### config.mk
export PLATFORM = sky130hd
export DESIGN_NAME = light_lamp_driver
export DESIGN_NICKNAME = d
export VERILOG_FILES = /design/src/rtl/light_pkg.sv /design/src/rtl/dwell_counter.sv /design/src/rtl/light_lamp_driver.sv
export SDC_FILE = /design/constraint.sdc
export NUM_CORES = 1
export LEC_CHECK = 0
export ABC_AREA = 1
export BUFFER_PORTS_ARGS = -buffer_cell sky130_fd_sc_hd__buf_4
export CAP_MARGIN = 20
export CORE_MARGIN = 5
export CORE_UTILIZATION = 50
export CTS_BUF_LIST = sky130_fd_sc_hd__clkbuf_4 sky130_fd_sc_hd__clkbuf_8 sky130_fd_sc_hd__clkbuf_16
export DETAILED_ROUTE_END_ITERATION = 12
export GPL_TIMING_DRIVEN = 0
export HOLD_SLACK_MARGIN = 0.15
export PLACE_DENSITY = 0.71
export SYNTH_ARGS = -nofsm -noshare
export SYNTH_HDL_FRONTEND = slang
export SYNTH_SLANG_ARGS = --single-unit
### constraint.sdc
create_clock -name clk -period 2.05 [get_ports clk]
set_input_delay 0.3075 -clock clk [delete_from_list [all_inputs] [get_ports clk]]
set_output_delay 0.3075 -clock clk [all_outputs]
set_load 0.1 [all_outputs]
### src/rtl/light_pkg.sv
// Shared traffic-light definitions: colour codes on the command/status wires and lamp states.
// Also used by light_controller.
package light_pkg;

    localparam logic [1:0] COLOR_RED     = 2'd0;
    localparam logic [1:0] COLOR_YELLOW  = 2'd1;
    localparam logic [1:0] COLOR_ILLEGAL = 2'd2;
    localparam logic [1:0] COLOR_GREEN   = 2'd3;

    typedef enum logic [1:0] {
        StRed,
        StGreen,
        StYellow,
        StClear
    } lamp_state_e;

    // Red and yellow requests both mean "stop"; a stop always passes through yellow.
    function automatic logic is_stop_request(input logic [1:0] color);
        return (color == COLOR_RED) || (color == COLOR_YELLOW);
    endfunction

endpackage

### src/rtl/dwell_counter.sv
// Saturating cycle counter for state dwell times; cleared synchronously on reset or state change.
module dwell_counter #(
    parameter int unsigned CNT_W = 8
) (
    input  logic             clk,
    input  logic             rst,
    input  logic             clear,
    output logic [CNT_W-1:0] count
);

    logic [CNT_W-1:0] count_q;

    always_ff @(posedge clk) begin
        if (rst || clear) begin
            count_q <= '0;
        end else if (count_q != {CNT_W{1'b1}}) begin
            count_q <= count_q + 1'b1;
        end
    end

    assign count = count_q;

endmodule

### src/rtl/light_lamp_driver.sv
// Lamp-side sequencer: red -> green -> yellow -> red with minimum/exact dwell times.
// Define LIGHT_DRV_ALL_RED_EN to insert an all-red CLEAR phase between yellow and red.
module light_lamp_driver
    import light_pkg::*;
#(
    parameter int unsigned CNT_W            = 8,
    parameter int unsigned MIN_RED_CYCLES   = 2,
    parameter int unsigned MIN_GREEN_CYCLES = 8,
    parameter int unsigned YELLOW_CYCLES    = 4,
    parameter int unsigned CLEAR_CYCLES     = 3
) (
    input  logic       clk,
    input  logic       rst,
    input  logic [1:0] set_light_color,
    output logic [1:0] current_light_state,
    output logic       lamp_red,
    output logic       lamp_yellow,
    output logic       lamp_green,
    output logic       busy,
    output logic       cmd_err
);

    localparam longint unsigned CntLimit = 64'd1 << CNT_W;
    localparam bit ParamsOk =
        (MIN_RED_CYCLES   >= 1) && (64'(MIN_RED_CYCLES)   < CntLimit) &&
        (MIN_GREEN_CYCLES >= 1) && (64'(MIN_GREEN_CYCLES) < CntLimit) &&
        (YELLOW_CYCLES    >= 1) && (64'(YELLOW_CYCLES)    < CntLimit) &&
        (CLEAR_CYCLES     >= 1) && (64'(CLEAR_CYCLES)     < CntLimit);

    if (!ParamsOk) begin : g_bad_params
        $error("light_lamp_driver: dwell parameters must be >= 1 and < 2**CNT_W");
    end

    // Last dwell value of a state: dwell counts 0..N-1 over N visible cycles.
    localparam logic [CNT_W-1:0] RedLast    = CNT_W'(MIN_RED_CYCLES - 1);
    localparam logic [CNT_W-1:0] GreenLast  = CNT_W'(MIN_GREEN_CYCLES - 1);
    localparam logic [CNT_W-1:0] YellowLast = CNT_W'(YELLOW_CYCLES - 1);
`ifdef LIGHT_DRV_ALL_RED_EN
    localparam logic [CNT_W-1:0] ClearLast  = CNT_W'(CLEAR_CYCLES - 1);
`endif

    lamp_state_e      state_q, state_d;
    logic [CNT_W-1:0] dwell;
    logic             state_change;

    logic [1:0] color_d;
    logic       red_d, yellow_d, green_d, busy_d;

    assign state_change = (state_d != state_q);

    dwell_counter #(
        .CNT_W (CNT_W)
    ) u_dwell_counter (
        .clk   (clk),
        .rst   (rst),
        .clear (state_change),
        .count (dwell)
    );

    // Illegal code 2 matches none of the transition conditions, so it acts as a hold.
    always_comb begin
        state_d = state_q;
        if (rst) begin
            state_d = StRed;
        end else begin
            unique case (state_q)
                StRed: begin
                    if (set_light_color == COLOR_GREEN && dwell >= RedLast) begin
                        state_d = StGreen;
                    end
                end
                StGreen: begin
                    if (is_stop_request(set_light_color) && dwell >= GreenLast) begin
                        state_d = StYellow;
                    end
                end
                StYellow: begin
                    if (dwell >= YellowLast) begin
`ifdef LIGHT_DRV_ALL_RED_EN
                        state_d = StClear;
`else
                        state_d = StRed;
`endif
                    end
                end
`ifdef LIGHT_DRV_ALL_RED_EN
                StClear: begin
                    if (dwell >= ClearLast) begin
                        state_d = StRed;
                    end
                end
`endif
                default: state_d = StRed;
            endcase
        end
    end

    // Outputs decoded from the next state so the registered lamps line up with state_q.
    always_comb begin
        color_d  = COLOR_RED;
        red_d    = 1'b1;
        yellow_d = 1'b0;
        green_d  = 1'b0;
        busy_d   = 1'b0;
        unique case (state_d)
            StGreen: begin
                color_d = COLOR_GREEN;
                red_d   = 1'b0;
                green_d = 1'b1;
            end
            StYellow: begin
                color_d  = COLOR_YELLOW;
                red_d    = 1'b0;
                yellow_d = 1'b1;
                busy_d   = 1'b1;
            end
`ifdef LIGHT_DRV_ALL_RED_EN
            StClear: begin
                // All-red clearance is not a settled red yet.
                color_d = COLOR_YELLOW;
                busy_d  = 1'b1;
            end
`endif
            default: begin
                color_d = COLOR_RED;
            end
        endcase
    end

    always_ff @(posedge clk) begin
        if (rst) begin
            state_q             <= StRed;
            current_light_state <= COLOR_RED;
            lamp_red            <= 1'b1;
            lamp_yellow         <= 1'b0;
            lamp_green          <= 1'b0;
            busy                <= 1'b0;
            cmd_err             <= 1'b0;
        end else begin
            state_q             <= state_d;
            current_light_state <= color_d;
            lamp_red            <= red_d;
            lamp_yellow         <= yellow_d;
            lamp_green          <= green_d;
            busy                <= busy_d;
            cmd_err             <= (set_light_color == COLOR_ILLEGAL);
        end
    end

endmodule

# == Word level (Yosys, flattened, before mapping) ==
# Cells that the tools add are included.
# op_classes
n_addsub,1
order_cmp,3
eq_ne,9
n_mux,9
reduce_logical,7
# ops
cell,count
$add A8 B1 Y8 const B,1
$eq A2 B2 Y1 const B,4
$ge A8 B1 Y1 const B,1
$ge A8 B2 Y1 const B,1
$ge A8 B3 Y1 const B,1
$mux W2,4
$ne A8 B8 Y1 const B,1
$eq A2 B1 Y1 const B,3
$pmux W2 S3,1
$logic_not A2 Y1,2
$pmux W2 S2,1
$mux W1,3
$logic_and A1 B1 Y1,2
$logic_or A1 B1 Y1,2
$ne A2 B2 Y1,1
$reduce_or A2 Y1,1
# word_totals
register_bits,16
output_inout_bits,7
wordCells,36

# == Logic depth before layout (Yosys ltp) ==
# depth
ltp_word,9
depth_mapped,11
ltp_nobuf,11

# == By module ==
# From an unflattened synthesis, not the netlist that was laid out.
# hier_totals
cells_unflattened,124
area_unflattened_um2,812.0
# by_module_without_submodules
module,instances,cells_per_inst,area_each_um2,seq_area_each_um2
dwell_counter,1,65,427.9,160.2
light_lamp_driver,1,59,384.1,140.1

# == Worst setup path after synthesis ==
# No wires, ideal clock.
# synth_timing
path_type,reg2out
startpoint,register current_light_state[1]
endpoint,output current_light_state[1]
arrival_ns,1.356
t_required_ns,1.742
slack_ns,0.386
stages_incl_launch_ff,2
path_buffers,1
cell_sequence,dfxtp_1 > buf_4
# synth_rtl
item,line_no,source
"start, declared",light_lamp_driver.sv:15,"output logic [1:0] current_light_state,"
"start signal, assigned",light_lamp_driver.sv:141,current_light_state <= color_d;
# No word-level cell between the ends.

# == Worst setup path after layout ==
# layout_timing
startpoint,register u_dwell_counter.count_q[0] (netlist: u_dwell_counter.count[0])
endpoint,register lamp_red
# layout_via
elab_chain_len,8
# layout_rtl
item,line_no,source
"start, declared",dwell_counter.sv:11,logic [CNT_W-1:0] count_q;
"start signal, assigned",dwell_counter.sv:17,count_q <= count_q + 1'b1;
$ge A8 B3 Y1 / $ge A8 B1 Y1 (equally long branches),"light_lamp_driver.sv:73, light_lamp_driver.sv:68",
$logic_and A1 B1 Y1 (on tied branches),"light_lamp_driver.sv:73, light_lamp_driver.sv:68",
$mux W2 (on tied branches),"light_lamp_driver.sv:73, light_lamp_driver.sv:68",
$pmux W2 S3 *,light_lamp_driver.sv:66,unique case (state_q)
$mux W2 *,light_lamp_driver.sv:63,if (rst) begin
$eq A2 B2 Y1 / $eq A2 B1 Y1 (equally long branches),light_lamp_driver.sv:105,unique case (state_d)
$reduce_or A2 Y1 (no line) *,n/a,
$mux W1 *,light_lamp_driver.sv:105,
net red_d,light_lamp_driver.sv:47,"logic red_d, yellow_d, green_d, busy_d;"
"end signal, assigned",light_lamp_driver.sv:142,lamp_red <= red_d;
"end, declared",light_lamp_driver.sv:16,"output logic lamp_red,"
# Mark *: on every way through the listed nets, which the timed path passes. The rest lies on a longest branch.
# A chain may end at the register's enable or synchronous reset.

==> flow_summary.yaml <==
cts:
  numClockSinks: 15
  cts_resized: 0
  cts_tree: "yes"
  ctsHoldBuffers: 0
  cts_root_buf: "clkbuf_4"
  post-cts-setup-buffer-count: 0
  clk_latency_ns: 0.28
  clkTransAtPathRegs_ns: 0.09
  clockBufferDepth: 2
  numCtsBuffers: 3
  ctsHtreeMaxLevel: 1
setup_path:
  cpPeakStageDelay_ns: 0.34
  worstSetupPathType: "reg -> reg"
  r2r_setup_slack_ns: 0.26
  startpoint_type: "flop"
  critPathMostFrequentCell: "nand2_1"
  cp_max_fo: 4
  cp.arrival_ns: 1.96
  cp_slowest_cell: "dfxtp_1"
  end_kind: "flop"
  worstPathCellList: "ha_1 > nand2_1 > nand2_1 > o21bai_1 > nand2_1 > nand2_1 > nand2_1 > ha_1 > nor2_1 > inv_1"
  r2r_cells: 10
  crit_required_ns: 2.22
timing:
  finalSetupViolCount: 0
  rsz0062_at_grt: "false"
  period_needed_ns: 1.79
  period_share_pct: 87.1
  skew_ns: 0.00654
  hold_viol: 0
  max_freq_mhz: 560
  final.setup.tns_ns: 0
  relSlewSlack_pct: 76.5
  tightest_slew_ns: 0.351
  slew_viol_final: 0
power:
  p_per_area_nw_per_um2: 665
  internal_power_mw: 0.426
  power_leakage_nw: 0.437
  p_sw_share_pct: 29.1
  worst_ir_drop_vdd_uv: 426
  clock_power_share_pct: 29.3
  power_switching_mw: 0.175
  pwr-share-comb_pct: 18.6
  seq_power_share_pct: 52.1
floorplan:
  die_w_um: 49.5
  core_um2: 1490
  die_h_um: 49.5
  start_util_pct: 52.4
  die_area_um2: 2450
  io_pins: 11
  placementRows: 14
grt:
  antenna_found_initial: 0
  grt_pass1_vias: 678
  grt_max_degree: 9
  grt_usage_pct: 13.2
  overflow: 0
  grt_first_pass_wirelength_um: 2550
logic_synthesis:
  yosysTopAreaCellShare_pct: 38.5
  yosys_warnings: 0
  ys_ff_latch: 15
  syn-instance-count: 106
  synth_top_cell_by_area: "dfxtp_1"
  synth_area_leaders: "dfxtp_1, nor2_1, inv_1"
  ys_types: 21
  seq_area_frac_synth_pct: 38.5
  syn_area_um2: 779
  synth_nets: 115
  avgSynthCellArea_um2: 7.35
routing:
  wl_per_cell_um: 10.3
  drt_iter0_drc: 5
  drc: 0
  vias: 672
  avgViaCountPerCell: 4.94
  ant_nets: 0
  drt_pass1_iterations: 4
  routed_wl_um: 1390
hold_path:
  hold_class: "in -> reg"
  whs_path_depth: 2
final_layout:
  diodes: 0
  syn_to_final_growth_pct: 16.1
  nFillCells: 148
  ff_latch_area_um2: 300
  layout-drive-gt1-share_pct: 23.3
  final_nets: 130
  instances_no_fill: 136
  multi_input_area_um2: 393
placed_design:
  globalplace.congestion: 0.781
  dp_hpwl_um: 1090
  dp.cells: 132
  io_buffers: 10
job:
  cap_viol_max_count: 0
status:
  status: "finished, final reports clean"
==> worst max-delay path, delay by kind of cell (launching register included) <==
kind / cells / cell delay (ns)
simple gates: 6 / 0.56
fa+ha+maj: 2 / 0.54
flops: 1 / 0.34
compound gates: 1 / 0.19
buf+inv: 1 / 0.05
==> cell families after synthesis <==
group / after synthesis / synth area share (%)
flops: 15 / 38.5
buf+inv: 21 / 11.1
compound gates: 11 / 8.18
simple gates: 51 / 30.8
xor+xnor: 3 / 3.37
fa+ha+maj: 5 / 8.03
==> stage by stage <==
| step | cell area, um^2 | hold slack, ns | util, % | setup slack (ns) | total power, mW |
|---|---|---|---|---|---|
| global placement | 875 | 0.473 | 58.7 | 0.294 | 0.431 |
| detailed placement | 875 | 0.481 | 58.7 | 0.267 | 0.433 |
| floorplan | 779 | 0.377 | - | 0.386 | 0.406 |
| CTS | 905 | 0.180 | 60.8 | 0.249 | 0.610 |
| finish | 905 | 0.185 | 60.8 | 0.264 | 0.602 |
| global route | 905 | 0.181 | 60.8 | 0.0766 | 0.641 |
==> routing by layer <==
layer	global-route usage, %	wire length [um]	vias to the layer above
li1	-	-	350
met1	14.1	645	305
met2	23.2	654	15
met3	3.92	76	2
met4	6.55	17	0
met5	0	0	-
==> state kept, by name, indices dropped and copies added, names as in the netlist <==
name,cells
current_light_state,2
u_dwell_counter.count,8
busy,1
cmd_err,1
lamp_red,1
state_q,2
==> final timing paths <==
check                                                             end                             startpoint
worst max-delay path                              lamp_red$_SDFF_PP1_  u_dwell_counter.count[0]$_SDFFE_PP0P_
worst min-delay path                               cmd_err$_SDFF_PP0_                     set_light_color[0]
worst max register to register                    lamp_red$_SDFF_PP1_  u_dwell_counter.count[0]$_SDFFE_PP0P_
worst min register to register  u_dwell_counter.count[2]$_SDFFE_PP0P_  u_dwell_counter.count[2]$_SDFFE_PP0P_
==> final cells by class <==
type                       instances  area share (%)
buffer                             2            1.66
clock buffer                       4            3.32
inverter                          19            7.88
multi-input combinational         70            43.4
sequential                        15            33.2
tap                               16            2.21
timing repair buffer              10            8.30
==> power by group through the flow <==
| stage | Combinational (mW) | Sequential (mW) | Clock, mW |
|---|---|---|---|
| after global routing | 0.126 | 0.316 | 0.199 |
| after floorplan | 0.0581 | 0.348 | 0 |
| after CTS | 0.113 | 0.314 | 0.183 |
| after global placement | 0.111 | 0.320 | 0 |
| final | 0.112 | 0.313 | 0.176 |
| after detailed placement | 0.113 | 0.320 | 0 |
==> synth_stat cells <==
library cell,n
a21oi_1,4
a21oi_2,1
buf_4,2
dfxtp_1,15
ha_1,5
inv_1,17
inv_2,2
nand2_1,17
nand2_2,2
nand3_1,3
nand3_2,1
nand3b_1,1
nand4_2,1
nor2_1,19
nor2_2,4
nor3_1,2
nor3b_2,1
o21ai_0,3
o21ai_1,1
o21bai_1,2
xor2_1,3
==> cells in the final DEF (no fill, tap or decap) <==
master,instances
o21bai_1,2
nand2_2,2
o21ai_1,1
xor2_1,3
ha_1,5
clkbuf_4,4
nand3b_1,1
nor3_1,2
a21oi_2,1
inv_1,17
nor2_2,4
nand4_2,1
nand3_2,1
buf_4,12
inv_2,2
dfxtp_1,15
o21ai_0,3
nand2_1,17
nor2_1,19
nor3b_2,1
nand3_1,3
a21oi_1,4
Note: power is estimated with default switching activity, not from simulation.
